`src/rtl/arb_pkg.sv`:
```
// arb_pkg: shared types and defaults for the burst requester.
// Channel state encoding plus default field widths and timeout.
package arb_pkg;

  localparam int LEN_W_DEF  = 4;
  localparam int TO_CYC_DEF = 200;

  typedef enum logic [1:0] {
    IDLE = 2'd0,
    WAIT = 2'd1,
    OWN  = 2'd2,
    GAP  = 2'd3
  } chan_st_e;

  // True when the channel is presenting a request to the arbiter.
  function automatic logic st_req(input chan_st_e s);
    return (s == WAIT) || (s == OWN);
  endfunction

endpackage

```
`src/rtl/arb_requester_if.sv`:
```
// arb_requester_if: one client/arbiter channel bundle.
// slave = requester side; master = client + arbiter side.
interface arb_requester_if
  import arb_pkg::*;
#(
  parameter int LEN_W = LEN_W_DEF
);

  logic             cmd_valid;
  logic             cmd_ready;
  logic [LEN_W-1:0] cmd_len;
  logic             req;
  logic             gnt;
  logic             done;
  logic             to;

  modport slave (
    input  cmd_valid,
    input  cmd_len,
    input  gnt,
    output cmd_ready,
    output req,
    output done,
    output to
  );

  modport master (
    output cmd_valid,
    output cmd_len,
    output gnt,
    input  cmd_ready,
    input  req,
    input  done,
    input  to
  );

endinterface

```
`src/rtl/arb_req_chan.sv`:
```
// arb_req_chan: one burst-request channel (IDLE/WAIT/OWN/GAP).
// Ports: clk, rst_n (async, active low), ch (slave modport).
// Optional grant-wait timeout: define REQ_TIMEOUT_EN.
module arb_req_chan
  import arb_pkg::*;
#(
  parameter int LEN_W  = LEN_W_DEF,
  parameter int TO_CYC = TO_CYC_DEF
) (
  input  logic clk,
  input  logic rst_n,
  arb_requester_if.slave ch
);

  chan_st_e         state;
  chan_st_e         nxt;
  logic [LEN_W-1:0] cnt;
  logic [LEN_W-1:0] cnt_nxt;
  logic             last;
  logic             to_hit;

  assign last = (cnt == '0);

`ifdef REQ_TIMEOUT_EN
  localparam int TW = $clog2(TO_CYC + 1);

  logic [TW-1:0] to_cnt;

  // Counts consecutive grant-less WAIT cycles; idles at zero
  // outside WAIT, so every entry into WAIT starts fresh.
  always_ff @(posedge clk or negedge rst_n) begin
    if (!rst_n) begin
      to_cnt <= '0;
    end else if (state != WAIT || ch.gnt) begin
      to_cnt <= '0;
    end else begin
      to_cnt <= to_cnt + 1'b1;
    end
  end

  assign to_hit = (state == WAIT) && !ch.gnt &&
                  (to_cnt == TW'(TO_CYC - 1));
`else
  // Timeout feature absent: constant-false for any legal TO_CYC.
  assign to_hit = (TO_CYC < 0);
`endif

  assign ch.to = to_hit;

  always_ff @(posedge clk or negedge rst_n) begin
    if (!rst_n) begin
      state <= IDLE;
      cnt   <= '0;
    end else begin
      state <= nxt;
      cnt   <= cnt_nxt;
    end
  end

  always_comb begin
    nxt          = state;
    cnt_nxt      = cnt;
    ch.cmd_ready = 1'b0;
    ch.done      = 1'b0;
    ch.req       = st_req(state);
    unique case (state)
      IDLE: begin
        ch.cmd_ready = 1'b1;
        if (ch.cmd_valid) begin
          cnt_nxt = ch.cmd_len;
          nxt     = WAIT;
        end
      end
      WAIT: begin
        if (ch.gnt) begin
          if (last) begin
            ch.done = 1'b1;
            nxt     = GAP;
          end else begin
            cnt_nxt = cnt - 1'b1;
            nxt     = OWN;
          end
        end else if (to_hit) begin
          cnt_nxt = '0;
          nxt     = GAP;
        end
      end
      OWN: begin
        if (ch.gnt) begin
          if (last) begin
            ch.done = 1'b1;
            nxt     = GAP;
          end else begin
            cnt_nxt = cnt - 1'b1;
          end
        end else begin
          // Preempted: keep the remaining count and re-request.
          nxt = WAIT;
        end
      end
      GAP: begin
        nxt = IDLE;
      end
      default: begin
        nxt = IDLE;
      end
    endcase
  end

endmodule

```
`src/rtl/arb_requester.sv`:
```
// arb_requester: two independent burst-request channels.
// Ports: clk, rst_n (async, active low), ch0/ch1 (slave modports).
// Optional grant-wait timeout: define REQ_TIMEOUT_EN.
module arb_requester
  import arb_pkg::*;
#(
  parameter int LEN_W  = LEN_W_DEF,
  parameter int TO_CYC = TO_CYC_DEF
) (
  input  logic clk,
  input  logic rst_n,
  arb_requester_if.slave ch0,
  arb_requester_if.slave ch1
);

  arb_req_chan #(
    .LEN_W (LEN_W),
    .TO_CYC(TO_CYC)
  ) u_ch0 (
    .clk  (clk),
    .rst_n(rst_n),
    .ch   (ch0)
  );

  arb_req_chan #(
    .LEN_W (LEN_W),
    .TO_CYC(TO_CYC)
  ) u_ch1 (
    .clk  (clk),
    .rst_n(rst_n),
    .ch   (ch1)
  );

endmodule

```
`src/flat_wrapper.sv`:
```
// flat-port wrapper written by rule: the top's interface ports become plain ports
module arb_requester_flat import arb_pkg::*;
#(
  parameter int LEN_W  = LEN_W_DEF,
  parameter int TO_CYC = TO_CYC_DEF
)
  (clk, rst_n, ch0_cmd_valid, ch0_cmd_len, ch0_gnt, ch0_cmd_ready, ch0_req, ch0_done, ch0_to, ch1_cmd_valid, ch1_cmd_len, ch1_gnt, ch1_cmd_ready, ch1_req, ch1_done, ch1_to);
  arb_requester_if #(.LEN_W(LEN_W)) ch0_i ();
  arb_requester_if #(.LEN_W(LEN_W)) ch1_i ();
  input  logic clk;
  input  logic rst_n;
  input wire logic [$bits(ch0_i.cmd_valid)-1:0] ch0_cmd_valid;
  input wire logic [$bits(ch0_i.cmd_len)-1:0] ch0_cmd_len;
  input wire logic [$bits(ch0_i.gnt)-1:0] ch0_gnt;
  output wire logic [$bits(ch0_i.cmd_ready)-1:0] ch0_cmd_ready;
  output wire logic [$bits(ch0_i.req)-1:0] ch0_req;
  output wire logic [$bits(ch0_i.done)-1:0] ch0_done;
  output wire logic [$bits(ch0_i.to)-1:0] ch0_to;
  input wire logic [$bits(ch1_i.cmd_valid)-1:0] ch1_cmd_valid;
  input wire logic [$bits(ch1_i.cmd_len)-1:0] ch1_cmd_len;
  input wire logic [$bits(ch1_i.gnt)-1:0] ch1_gnt;
  output wire logic [$bits(ch1_i.cmd_ready)-1:0] ch1_cmd_ready;
  output wire logic [$bits(ch1_i.req)-1:0] ch1_req;
  output wire logic [$bits(ch1_i.done)-1:0] ch1_done;
  output wire logic [$bits(ch1_i.to)-1:0] ch1_to;
  assign ch0_i.cmd_valid = ch0_cmd_valid;
  assign ch0_i.cmd_len = ch0_cmd_len;
  assign ch0_i.gnt = ch0_gnt;
  assign ch0_cmd_ready = ch0_i.cmd_ready;
  assign ch0_req = ch0_i.req;
  assign ch0_done = ch0_i.done;
  assign ch0_to = ch0_i.to;
  assign ch1_i.cmd_valid = ch1_cmd_valid;
  assign ch1_i.cmd_len = ch1_cmd_len;
  assign ch1_i.gnt = ch1_gnt;
  assign ch1_cmd_ready = ch1_i.cmd_ready;
  assign ch1_req = ch1_i.req;
  assign ch1_done = ch1_i.done;
  assign ch1_to = ch1_i.to;
  arb_requester #(.LEN_W(LEN_W), .TO_CYC(TO_CYC)) u_core (.clk(clk), .rst_n(rst_n), .ch0(ch0_i), .ch1(ch1_i));
endmodule
```
`config.mk`:
```
export PLATFORM = sky130hd
export DESIGN_NAME = arb_requester_flat
export DESIGN_NICKNAME = d
export VERILOG_FILES = /design/src/rtl/arb_pkg.sv /design/src/rtl/arb_requester_if.sv /design/src/rtl/arb_req_chan.sv /design/src/rtl/arb_requester.sv /design/src/flat_wrapper.sv
export SDC_FILE = /design/constraint.sdc
export NUM_CORES = 1
export LEC_CHECK = 0
export ABC_AREA = 0
export ABC_CLOCK_PERIOD_IN_PS = 2000
export BUFFER_PORTS_ARGS = -buffer_cell sky130_fd_sc_hd__clkbuf_2
export CAP_MARGIN = 20
export CORE_AREA = 2 2 51 53
export CTS_CLUSTER_DIAMETER = 50
export DETAILED_ROUTE_END_ITERATION = 8
export DIE_AREA = 0 0 53 55
export PLACE_DENSITY = 0.7
export SYNTH_ARGS = -nofsm -noshare
export SYNTH_HDL_FRONTEND = slang
export SYNTH_SLANG_ARGS = --single-unit
```
`constraint.sdc`:
```
create_clock -name clk -period 2 [get_ports clk]
set_input_delay 0.1 -clock clk [delete_from_list [all_inputs] [get_ports clk]]
set_output_delay 0.1 -clock clk [all_outputs]
set_load 0.01 [all_outputs]
```
After elaboration in Yosys (flattened, before gate mapping). Cells that the tools add are included. W data, S select, Z words.

Input port bits: 14. Register bits after elaboration: 12. Output and inout port bits: 8.

Equal/unequal tests: 16. Muxes and demuxes: 28. $add $sub $neg: 2. Reduce and logical (&&, ||, !) cells: 14.

Operators with widths (number): $mux W4 (6); $mux W2 (8); $pmux W2 S4 (2); $pmux W4 S2 (2); $ne A2 B2 Y1 const B (6); $mux W1 (10); $eq A2 B2 Y1 const B (4); $logic_not A4 Y1 (2); $reduce_and A4 Y1 (2); $sub A4 B1 Y4 const B (2); $ne A3 B3 Y1 const B (2); $reduce_and A3 Y1 (2); $eq A2 B1 Y1 const B (2); $logic_not A2 Y1 (2); $ne A2 B1 Y1 const B (2); $reduce_bool A2 Y1 (2); $reduce_or A2 Y1 (2); $logic_or A1 B1 Y1 (2).

Logic depth before layout (Yosys ltp). Gate-level depths: netlist (run 1).

Word-level depth: 4. Gate-level depth with buffers: 7.

Modules after synthesis. A second synthesis (run 1) with hierarchy kept.

Cell total of the unflattened synthesis: 114. Area total of the unflattened synthesis: 1026.0 sq um.

Modules (own cells, without submodules): arb_req_chan (instances 2, cells an instance 57, area an instance 513.0 sq um, seq. area each 150.1 sq um).

Least setup slack after synthesis (run 1). No wires, ideal clock.

Kind: register to register. From: reg u_core.u_ch0.state[0]. To: reg u_core.u_ch0.cnt[1]. Buffers on the path: 1. Clock period less this slack: 1.667 ns. Cell stages (with the launch flop): 7. Slack: 0.333 ns. Setup time: 0.126 ns. Arrival: 1.541 ns. Data required time: 1.874 ns. Cells stage by stage: dfrtp_1 > inv_1 > ha_1 > clkbuf_1 > and2b_1 > a21o_1 > a221o_1.

Longest elaborated chain between the ends: 4. Elaborated cells between the ends (all ways): 10.

RTL lines: from (decl) (RTL line arb_req_chan.sv:15) `chan_st_e state;`; from (signal assigned) (RTL line arb_req_chan.sv:55) `state <= nxt;`; $eq A2 B1 Y1 or $eq A2 B2 Y1 (tied branches) (RTL line arb_req_chan.sv:66) `unique case (state)`; $reduce_or A2 Y1 (no line); $ne A2 B2 Y1 (no line), or another cell as far along; $reduce_and A4 Y1 (no line); to (signal assigned) (RTL line arb_req_chan.sv:56) `cnt <= cnt_nxt;`; to (decl) (RTL line arb_req_chan.sv:17) `logic [LEN_W-1:0] cnt;`.

Parallel ways exist; a longest one is shown, timed or not. A chain may end at the register's enable or synchronous reset.

Worst setup path after layout (run 1).
From: reg u_core.u_ch0.cnt[0]. To: out ch0_done.

Longest elaborated chain between the ends: 4.

RTL lines: $logic_not A4 Y1 (RTL line arb_req_chan.sv:22) `assign last = (cnt == '0);`; $mux W1 (RTL line arb_req_chan.sv:76, arb_req_chan.sv:90); $mux W1 (RTL line arb_req_chan.sv:75) `if (ch.gnt) begin`; $mux W1; to (decl) (RTL line flat_wrapper.sv:17) `output wire logic [$bits(ch0_i.done)-1:0] ch0_done;`.

Every way passes these cells.

==> summary.md, run 1 <==
| Metric | Value |
|---|---|
| Outcome | finished clean |
| Pint | 984 uW |
| Max-slew violations | 0 |
| CTS root buffer | clkbuf_4 |
| Dpl cells | 171 |
| RSZ-0062 raised after global routing | false |
| Family with the most delay on the worst path | simple AND/OR/NAND/NOR gates |
| Placer congestion estimate | roughly 0.85 |
| Die X | 53 um |
| Kind of end point of the critical path | output port |
| Power per Cell Area | around 1700 nW/um^2 |
| Setup violations, final | 0 |
| Syn Area/Cell | 7.94 um^2 |
| Buffers on Ports | 19 |
| Post-synthesis compound-gate area fraction | 0.255 |
| Core area | 2360 um^2 |
| Via count | approximately 1.0k |
| Final #Nets | between 150 and 200 |
| Worst R2R Setup Slack | approximately 0.26 ns |
| Switch share | 0.483 |
| Clk_lat worst skew | about 0.26 ns |
| Largest net degree at the start of global routing | 13 |
| Hold Buf Count CTS | 1 |
| Dominant synthesized flop cell | dfrtp_1 |
| Yosys reg bits | 12 |
| CTS buffer count | 3 |
| Clk pwr share | 0.076 |
| Final setup margin | 0.200 ns |
| Synth Cell Area | approximately 1000 um^2 |
| Die height | 55 um |
| Vias in the first global route | ~900 |
| Combinational family with the most area after synthesis | compound AO/OA/AOI/OAI gates |
| Critical path arrival | 1.70 ns |
| WHS | around 0.045 ns |
| Layout area overhead | 14.5% |
| Met2 WL | about 1100 um |
| Worst Reg2Reg Path Length in Cells | 6 |
| Post-CTS resize count | 0 |
| CTS H-tree lvls | 1 |
| Setup WS pre-CTS | roughly 0.28 ns |
| Post-Synth Adder-Cell Area | 0.100 |
| Total power | approximately 1.9 mW |
| Hpwl dp | 1710 um |
| Hold path endpoint | u_core.u_ch0.cnt[3]$_DFFE_PN0P_ |
| Initial core utilization | 0.423 |
| Synth top area share | 0.300 |
| XOR/XNOR Fraction of Synth Area | 0 |
| Count leader, synth | nand2_1 |
| Fin crit share | 0.900 |
| First DRT Iteration DRCs | 50 |
| Crit path max fanout | 6 |
| Count of cell types in the netlist | 40 |
| Critical path, cell by cell | inv_1 > ha_1 > nor3b_2 > and3_1 > clkbuf_2 |
| Clock period minus worst slack | approximately 1.8 ns |
| Worst clock skew | between 0.001 and 0.0015 ns |
| Post-CTS Repair Setup Buffers | 0 |
| Placed Area | between 1000 and 1500 um^2 |
| Worst Path Buf+Inv | 2 |
| Post-Syn Instances | 126 |
| Setup crit start kind | flip-flop |
| CP Class | flip-flop to output port |
| Synth warn | 0 |
| First drt pass iteration count | 4 |
| Number of fill cells | 240 |
| Area leader, netlist | dfrtp_1 |
| Comb power frac | 0.658 |
| Synth area leaders | dfrtp_1 (30%), ha_1 (10%), nand2_1 (5.6%) |
| Vias per inst | ~6.0 |
| Ant diodes | 0 |
| Post-synth ARST share | 1.00 |
| Worst r2r src | u_core.u_ch1.state[0]$_DFFE_PN0P_ |
| Fraction of final layout cells sized beyond drive strength 1 | 0.179 |
| Initial antenna violation count | 0 |
| Seq pwr share | 0.267 |
| CTS max path bufs | 2 |
| Met1 WL | around 940 um |
| Simple-Gate Fraction of Synth Area | 0.254 |
| DR DRC count | 0 |
| # Max-Cap Violations | 0 |
| Die area | 2920 um^2 |
| Fin util | 0.485 |
| First-pass GRT wire length | around 3700 um |
| Post-synthesis mux area share | 0.0113 |
| Sum Neg Setup Slack | 0 ns |
| Switching Power | slightly above 900 uW |
| Hold Crit Depth | 3 |
| Slowest stage cell, crit path | dfrtp_1 |
| EDFF count, synth | 0 |
| CTS tree | built |
| Crit path largest cell delay | 0.42 ns |
| Max Used Layer | met4 |
| Fmax | 555 MHz |
| Worst hold path type | input pin to flip-flop |
| Worst R2R End | u_core.u_ch1.cnt[1]$_DFFE_PN0P_ |
| Hold Fails Final Rpt | 0 |
| Register area share after synthesis | 0.300 |
| Final ANT Viol Nets | 0 |
| I/O Pins | 22 |
| Hold Path Origin | ch0_cmd_len[3] |
| Clock transition at path regs | about 0.07 ns |
| Cell area after layout | 1150 um^2 |
| Leakage power total | around 0.56 nW |
| Gr ovfl total | 0 |
| Post-Route WL | 2240 um |
| VDD IR max | between 0.001 and 0.0015 V |
| All-layer global routing usage | 0.172 |
| Synth cell count leaders | nand2_1 (15), dfrtp_1 (12), inv_1 (12) |
| Routed WL per cell | 12.8 um |
| CTS sink cnt | 12 |
| Layout Cells excl Fill | 175 |
| CP Data Required Time | 1.90 ns |
| Met3 wire length | 157 um |
| Num rows | 18 |
-- logic make-up (layout without fill, tap and decap cells) --
logic type,count (synthesis),after routing
compound gates,38,38
fa+ha+maj,8,8
buf+inv,18,36
flops,12,12
mux,1,1
other cells,1,2
simple gates,48,48
-- cells in the final DEF, fill, tap and decap left out, types with 4 or more instances in the layout --
cell type	count
o22ai_1	4
clkbuf_2	19
inv_1	12
nand3_1	6
ha_1	8
dfrtp_1	12
nand2_1	15
nor2_1	7
a21oi_1	10
nand2b_1	4
o21ai_0	5
-- area by class of cell --
cell class | count | area (um^2) | share of cell area
flip-flops and latches | 12 | 300 | 0.262
multi-input cells | 97 | 628 | 0.548
inverters | 12 | 45.0 | 0.0393
well taps | 30 | 37.5 | 0.0328
clock buffers | 3 | 22.5 | 0.0197
repair buffers | 21 | 113 | 0.0983
-- routing by layer --
metal | up-vias | global-route usage
met3 | 6 | 0.0215
li1 | 497 | -
met1 | 486 | 0.201
met4 | 0 | 0.0812
met2 | 59 | 0.315
met5 | - | 0
-- power by group through the flow --
stage / sequential [mW] / clock, mW / combinational (mW)
global placement: 0.500 / 0 / 1.20
floorplan: 0.472 / 0 / 0.969
detailed placement: 0.505 / 0 / 1.24
finish: 0.508 / 0.144 / 1.25
global route: 0.531 / 0.161 / 1.42
CTS: 0.502 / 0.149 / 1.25
-- state kept, by name, summed over array words and instances (netlist names) --
signal              flops
u_core.u_ch0.cnt        4
u_core.u_ch0.state      2
u_core.u_ch1.cnt        4
u_core.u_ch1.state      2
-- tightest hold or removal path, cell delays in order --
cell,delay [ns]
clkbuf_2,0.08
nand2_1,0.04
nand3_1,0.06
-- how the worst max path moves through the flow --
stage	from	to	slack [ns]	cells past startpoint
2_1_floorplan	u_core.u_ch0.state[0]$_DFFE_PN0P_	u_core.u_ch0.cnt[1]$_DFFE_PN0P_	0.33	6
6_report	u_core.u_ch0.cnt[0]$_DFFE_PN0P_	ch0_done	0.20	5
5_1_grt	u_core.u_ch0.cnt[0]$_DFFE_PN0P_	ch0_done	0.08	5
4_1_cts	u_core.u_ch0.cnt[0]$_DFFE_PN0P_	ch0_done	0.20	5
3_5_place_dp	u_core.u_ch1.state[0]$_DFFE_PN0P_	u_core.u_ch1.cnt[1]$_DFFE_PN0P_	0.28	6
3_3_place_gp	u_core.u_ch1.state[0]$_DFFE_PN0P_	u_core.u_ch1.cnt[1]$_DFFE_PN0P_	0.30	6
Note: power is estimated with default switching activity, not from simulation.
==> run 2: changes to the inputs <==
--- a/config.mk
+++ b/config.mk
@@ -13,7 +13,8 @@
 export CTS_CLUSTER_DIAMETER = 50
 export DETAILED_ROUTE_END_ITERATION = 8
 export DIE_AREA = 0 0 53 55
-export PLACE_DENSITY = 0.7
+export PLACE_DENSITY = 0.71
 export SYNTH_ARGS = -nofsm -noshare
 export SYNTH_HDL_FRONTEND = slang
+export SYNTH_HIERARCHICAL = 1
 export SYNTH_SLANG_ARGS = --single-unit
==> run 2 against run 1 <==
Combinational power is essentially flat. Sequential power grew 4%. Final cell count shrank 5.1%. Power grew 3.8%. Maximum frequency grew 3.2%. Largest cell class unchanged. Largest power group unchanged.
==> summary.md, run 2 <==
| Metric | Value |
|---|---|
| CTS tree | built |
| Area leader, netlist | dfrtp_1 |
| Synth top area share | 0.293 (-0.00732) |
| First drt pass iteration count | 4 (unchanged) |
| Placer congestion estimate | 0.778 (-9.0%) |
| Ant diodes | 0 (unchanged) |
| EDFF count, synth | 0 (unchanged) |
| Layout area overhead | 16.5% |
| Post-Route WL | 2170 um (-3.2%) |
| # Max-Cap Violations | 0 (unchanged) |
| Critical path arrival | 1.64 ns (-0.06 ns) |
| CTS sink cnt | 12 (unchanged) |
| Vias per inst | 5.64 (-5.7%) |
| Final ANT Viol Nets | 0 (unchanged) |
| Clk_lat worst skew | 0.26 ns (about the same) |
| Final #Nets | 159 (-5.9%) |
| Register area share after synthesis | 0.293 (-0.00732) |
| CTS buffer count | 3 (unchanged) |
| Buffers on Ports | 19 (unchanged) |
| Vias in the first global route | 898 (+0.22%) |
| Hpwl dp | 1760 um (+2.9%) |
| Sum Neg Setup Slack | 0 ns (unchanged) |
| Most common cell after layout, fill and taps aside | clkbuf_2 |
| Synth Cell Area | 1030 um^2 (+2.5%) |
| Fraction of final layout cells sized beyond drive strength 1 | 0.243 (+0.0633) |
| Routed WL per cell | 13.1 um (+2.0%) |
| Die height | 55 um (unchanged) |
| CP Class | flip-flop to output port |
| CTS H-tree lvls | 1 (unchanged) |
| Fmax | 573 MHz (+3.2%) |
| Setup crit start kind | flip-flop |
| Core area | 2360 um^2 (unchanged) |
| I/O Pins | 22 (unchanged) |
| Clock transition at path regs | 0.07 ns (about the same) |
| Power per Cell Area | 1650 nW/um^2 (-0.49%) |
| Yosys reg bits | 12 (unchanged) |
| Fin crit share | 0.872 (-0.0280) |
| Setup violations, final | 0 (unchanged) |
| Max-slew violations | 0 (unchanged) |
| DR DRC count | 0 (unchanged) |
| Count leader, synth | dfrtp_1 |
| Kind of end point of the critical path | output port |
| Num rows | 18 (unchanged) |
| Crit path max fanout | 5 (-1) |
| Worst hold path type | input pin to async pin |
| CP Data Required Time | 1.90 ns (about the same) |
| Worst R2R Setup Slack | 0.27 ns (about the same) |
| Worst clock skew | 0.00227 ns (+0.00112 ns) |
| Count of cell types in the netlist | 31 (-23%) |
| All-layer global routing usage | 0.170 (-0.00268) |
| Syn Area/Cell | 9.00 um^2 (+13%) |
| Synth warn | 6 (+6) |
| Clock period minus worst slack | 1.74 ns (-0.0560 ns) |
| Post-synth ARST share | 1.00 (unchanged) |
| Synth cell count leaders | dfrtp_1 (12), nor2b_1 (10), a31oi_1 (8), ha_1 (8), inv_1 (8) |
| Outcome | finished clean |
| WHS | 0.248 ns (+0.204 ns) |
| Dominant synthesized flop cell | dfrtp_1 |
| Die area | 2920 um^2 (unchanged) |
| Post-Syn Instances | 114 (-9.5%) |
| Post-Syn Nets | 136 |
| Top Registers | u_core/u_ch0/cnt: 4 flops, u_core/u_ch1/cnt: 4 flops |
| First-pass GRT wire length | 3660 um (-2.0%) |
| Most frequent cells in the layout | clkbuf_2 (19), dfrtp_1 (12), nor2b_1 (10) |
| Via count | 937 (-11%) |
| Post-CTS resize count | 0 (unchanged) |
| CTS max path bufs | 2 (unchanged) |
| Gr ovfl total | 0 (unchanged) |
| Initial core utilization | 0.434 (+0.0106) |
| VDD IR max | 0.000852 V (-23%) |
| Worst r2r src | u_core/u_ch0/state[0]$_DFFE_PN0P_ |
| Synth area leaders | dfrtp_1 (29%), ha_1 (9.8%), nor2b_1 (6.1%) |
| RSZ-0062 raised after global routing | false |
| Largest net degree at the start of global routing | 14 (+1) |
| CTS root buffer | clkbuf_4 |
| Worst R2R End | u_core/u_ch0/cnt[0]$_DFFE_PN0P_ |
| Leakage power total | 0.542 nW (-3.9%) |
| Hold Fails Final Rpt | 0 (unchanged) |
| Worst Reg2Reg Path Length in Cells | 5 (-1) |
| Die X | 53 um (unchanged) |
| Initial antenna violation count | 0 (unchanged) |
| First DRT Iteration DRCs | 20 (-60%) |
run 2: cell types whose count changed after synthesis, moves of 3 or more:
cell / change
o211ai_1: +5
o22ai_1: -4
a21oi_1: -10
clkbuf_1: -3
o31ai_1: +3
a31oi_1: +5
a221o_1: -3
nand2_1: -11
nor2b_1: +9
nand3_1: -6
inv_1: -4
a21o_1: -3
run 2: kinds of logic (layout without fill, tap and decap cells):
logic type,count (synthesis),in the layout,synth area share
other,2,2,0.00732
and+or+nand+nor,44,44,0.290
AOI/OAI and AO/OA,34,34,0.239
buffers and inverters,12,34,0.0537
DFF,12,12,0.293
muxes,2,2,0.0195
adders and majority gates,8,8,0.0976
run 2: worst max path at each step:
stage	from	depth (start not counted)	slack, ns	to
final	u_core/u_ch0/cnt[0]$_DFFE_PN0P_	5	0.26	ch0_done
after global routing	u_core/u_ch0/cnt[0]$_DFFE_PN0P_	5	0.13	ch0_done
after CTS	u_core/u_ch1/cnt[0]$_DFFE_PN0P_	5	0.23	ch1_done
after detailed placement	u_core/u_ch0/state[0]$_DFFE_PN0P_	5	0.28	u_core/u_ch0/cnt[3]$_DFFE_PN0P_
after global placement	u_core/u_ch0/state[0]$_DFFE_PN0P_	5	0.35	u_core/u_ch0/cnt[0]$_DFFE_PN0P_
after floorplan	u_core/u_ch0/state[0]$_DFFE_PN0P_	5	0.42	u_core/u_ch0/cnt[0]$_DFFE_PN0P_
run 2: metrics by stage:
step	setup WS, ns	util	instances	power (mW)	cell area [um^2]
floorplan	0.418	-	114	1.47	1030
global placement	0.351	0.486	161	1.72	1150
detailed placement	0.282	0.486	161	1.80	1150
CTS	0.229	0.505	166	1.99	1190
global route	0.128	0.505	166	2.17	1190
finish	0.256	0.505	166	1.98	1190
run 2: worst max-delay path: stages (launching register included):
cell and delay (ns):
dfrtp_1 0.42, inv_1 0.07, ha_1 0.22, nor3b_2 0.36
and3_1 0.20, clkbuf_2 0.12
run 2: where the power goes:
part           internal, mW  leakage, nW  switching (mW)
logic                 0.604        0.380           0.663
clock network         0.110       0.0210          0.0715
registers             0.371        0.141           0.156
total                  1.09        0.542           0.890
run 2: repair_timing:
item,4_1_cts,5_1_grt
hold buffers,1,0
setup buffers,0,0
endpoints found under the setup margin,0,0
endpoints found under the hold margin,12,0
run 2: routing by layer:
metal / up-vias / part of all wire / GRT usage
li1: 464 / - / -
met1: 455 / 0.45 / 0.193
met3: 2 / 0.027 / 0.00806
met4: 0 / 0.0088 / 0.0641
met2: 16 / 0.51 / 0.333
met5: - / 0 / 0
run 2: area by class of cell:
cell class / instances / area [um^2]
multi-input combinational: 90 / 671
clock buffer: 4 / 36.3
inverter: 8 / 30.0
sequential: 12 / 300
fill: 226 / 1170
tap: 30 / 37.5
timing repair buffer: 22 / 120
==> run 3: changes to the inputs <==
--- a/config.mk
+++ b/config.mk
@@ -10,6 +10,7 @@
 export BUFFER_PORTS_ARGS = -buffer_cell sky130_fd_sc_hd__clkbuf_2
 export CAP_MARGIN = 20
 export CORE_AREA = 2 2 51 53
+export CTS_BUF_LIST = sky130_fd_sc_hd__clkbuf_16
 export CTS_CLUSTER_DIAMETER = 50
 export DETAILED_ROUTE_END_ITERATION = 8
 export DIE_AREA = 0 0 53 55
==> constraint.sdc (replaced) <==
create_clock -name clk -period 2 [get_ports clk]
set_input_delay 0.1 -clock clk [delete_from_list [all_inputs] [get_ports clk]]
set_output_delay 0.1 -clock clk [all_outputs]
set_load 0.05 [all_outputs]
==> run 3 against run 2 <==
Final cell count is 0.60% lower. Critical endpoint unchanged. Routed wire length hardly changed. Via count is 1.6% higher. Non-clock buffer count unchanged. Largest power group unchanged. Worst setup slack worse by 0.12 ns.
==> summary.md, run 3 (synthesis results as in run 2) <==
| Metric | Value |
|---|---|
| Die height | 55 um (unchanged) |
| Vias in the first global route | 895 (-0.33%) |
| All-layer global routing usage | 0.175 (+0.00549) |
| Die area | 2920 um^2 (unchanged) |
| First drt pass iteration count | 5 (+1) |
| Leakage power total | 0.558 nW (+2.9%) |
| Core area | 2360 um^2 (unchanged) |
| Outcome | finished clean |
| CTS tree | built |
| Vias per inst | 5.77 (+2.2%) |
| Hold Fails Final Rpt | 0 (unchanged) |
| Cell area after layout | 1230 um^2 (+3.2%) |
| Slowest stage cell, crit path | ha_1 |
| CP Class | flip-flop to output port |
| CTS root buffer | clkbuf_16 |
| Worst hold path type | input pin to async pin |
| Post-CTS resize count | 0 (unchanged) |
| RSZ-0062 raised after global routing | false |
| Max-slew violations | 0 (unchanged) |
| Top Registers | u_core/u_ch0/cnt: 4 flops, u_core/u_ch1/cnt: 4 flops |
| I/O Pins | 22 (unchanged) |
| CTS sink cnt | 12 (unchanged) |
| Via count | 952 (+1.6%) |
| Crit path launch | u_core/u_ch0/state[0]$_DFFE_PN0P_ |
| Switch share | 0.475 (+0.0242) |
| Initial core utilization | 0.434 (unchanged) |
| First DRT Iteration DRCs | 23 (+15%) |
| Post-Route WL | 2170 um (about the same) |
| Power per Cell Area | 1910 nW/um^2 (+15%) |
| Routed WL per cell | 13.1 um (+0.51%) |
| CTS H-tree lvls | 1 (unchanged) |
| Final setup margin | 0.133 ns (-0.122 ns) |
| Worst clock skew | 0.000503 ns (-0.00177 ns) |
| VDD IR max | 0.00126 V (+48%) |
| Most frequent cells in the layout | clkbuf_2 (19), dfrtp_1 (12), nor2b_1 (10) |
| Sum Neg Setup Slack | 0 ns (unchanged) |
| Final ANT Viol Nets | 0 (unchanged) |
| Seq pwr share | 0.224 (-0.043) |
| Initial antenna violation count | 0 (unchanged) |
| Fraction of final layout cells sized beyond drive strength 1 | 0.237 (-0.00561) |
| Comb power frac | 0.629 (-0.012) |
| Family with the most delay on the worst path | buffers and inverters |
| CTS buffer count | 3 (unchanged) |
| Worst Path Buf+Inv | 3 (+1) |
| Setup crit start kind | flip-flop |
| Critical path arrival | 1.77 ns (+0.13 ns) |
| DR DRC count | 0 (unchanged) |
| Switching Power | 1.12 mW (+26%) |
| Die X | 53 um (unchanged) |
| Number of fill cells | 241 (+6.6%) |
| Most common cell after layout, fill and taps aside | clkbuf_2 |
| CP Data Required Time | 1.90 ns (about the same) |
| Fmax | 536 MHz (-6.5%) |
| Placer congestion estimate | 0.779 (+0.14%) |
| Hpwl dp | 1700 um (-3.1%) |
| Clk pwr share | 0.148 (+0.056) |
| Total power | 2.35 mW (+19%) |
| Final #Nets | 159 (unchanged) |
| Clock transition at path regs | 0.04 ns (-0.03 ns) |
| Kind of end point of the critical path | output port |
| Largest net degree at the start of global routing | 14 (unchanged) |
| Worst r2r src | u_core/u_ch0/state[0]$_DFFE_PN0P_ |
| Layout area overhead | 20.2% |
| Clock period minus worst slack | 1.87 ns (+0.122 ns) |
| Fin crit share | 0.933 (+0.0611) |
| Crit path largest cell delay | 0.43 ns (about the same) |
| Ant diodes | 0 (unchanged) |
| Placed Area | 1150 um^2 (unchanged) |
| # Max-Cap Violations | 0 (unchanged) |
| First-pass GRT wire length | 3660 um (unchanged) |
| Crit path max fanout | 8 (+3) |
| Num rows | 18 (unchanged) |
| Critical path, cell by cell | inv_1 > ha_1 > buf_4 > and3_1 > clkbuf_2 |
| Clk_lat worst skew | 0.23 ns (-0.03 ns) |
| Gr ovfl total | 0 (unchanged) |
| Setup WS pre-CTS | 0.285 ns (+0.00338 ns) |
| Buffers on Ports | 19 (unchanged) |
| Setup violations, final | 0 (unchanged) |
| CTS max path bufs | 2 (unchanged) |
| Pint | 1.24 mW (+14%) |
## run 3: cell count changes in the layout (fill, tap and decap cells not counted)
cell       previous run  this run
clkbuf_16             0         3
clkbuf_4              3         0
clkbuf_8              1         0
## run 3: cell type report
cell class	instances	area, um^2	share of cell area
clock buffers	3	75.1	0.0609
inverters	8	30.0	0.0243
multi-input cells	90	671	0.544
flip-flops and latches	12	300	0.243
well taps	30	37.5	0.0304
repair buffers	22	120	0.0974
## run 3: final timing paths
kind | slack [ns] | to | cells past startpoint
worst max-delay path | 0.13 | ch0_done | 5
worst min-delay path | 0.28 | u_core/u_ch1/cnt[1]$_DFFE_PN0P_ | 2
worst max register to register | 0.25 | u_core/u_ch0/cnt[1]$_DFFE_PN0P_ | 5
worst min register to register | 0.50 | u_core/u_ch0/state[1]$_DFFE_PN0P_ | 1
max in group asynchronous | 1.50 | u_core/u_ch1/state[1]$_DFFE_PN0P_ | 2
min in group clk | 0.28 | u_core/u_ch1/cnt[2]$_DFFE_PN0P_ | 4
## run 3: routing by layer
metal  GRT usage  share of wire  wire length, um  up-vias
met1       0.193           0.43              942      448
met5           0              0                0        -
met2       0.329           0.49             1070       35
li1            -              -                -      462
met4       0.103          0.024               51        0
met3      0.0161          0.048              103        7
## run 3: worst register-to-register path: stages (launching register included)
cell and delay (ns):
dfrtp_1 0.40, inv_1 0.10, ha_1 0.43, mux2i_1 0.37, a211oi_1 0.11, o22a_2 0.24
## run 3: repair_timing
item	CTS	global route
buffers inserted	0	0
hold buffers	1	0
hold endpoints to repair	12	0
## run 3: per-stage QoR
stage | util | instances | hold slack [ns]
after global routing | 0.522 | 165 | 0.291
final | 0.522 | 165 | 0.277
after floorplan | - | 114 | -0.196
after global placement | 0.486 | 161 | -0.00770
after detailed placement | 0.486 | 161 | -0.00194
after CTS | 0.522 | 165 | 0.272
## run 3: power groups by stage
stage	sequential, mW	combinational, mW	clock, mW
floorplan	0.482	1.20	0
global placement	0.512	1.42	0
detailed placement	0.523	1.46	0
CTS	0.522	1.47	0.360
global route	0.548	1.62	0.378
finish	0.526	1.48	0.347
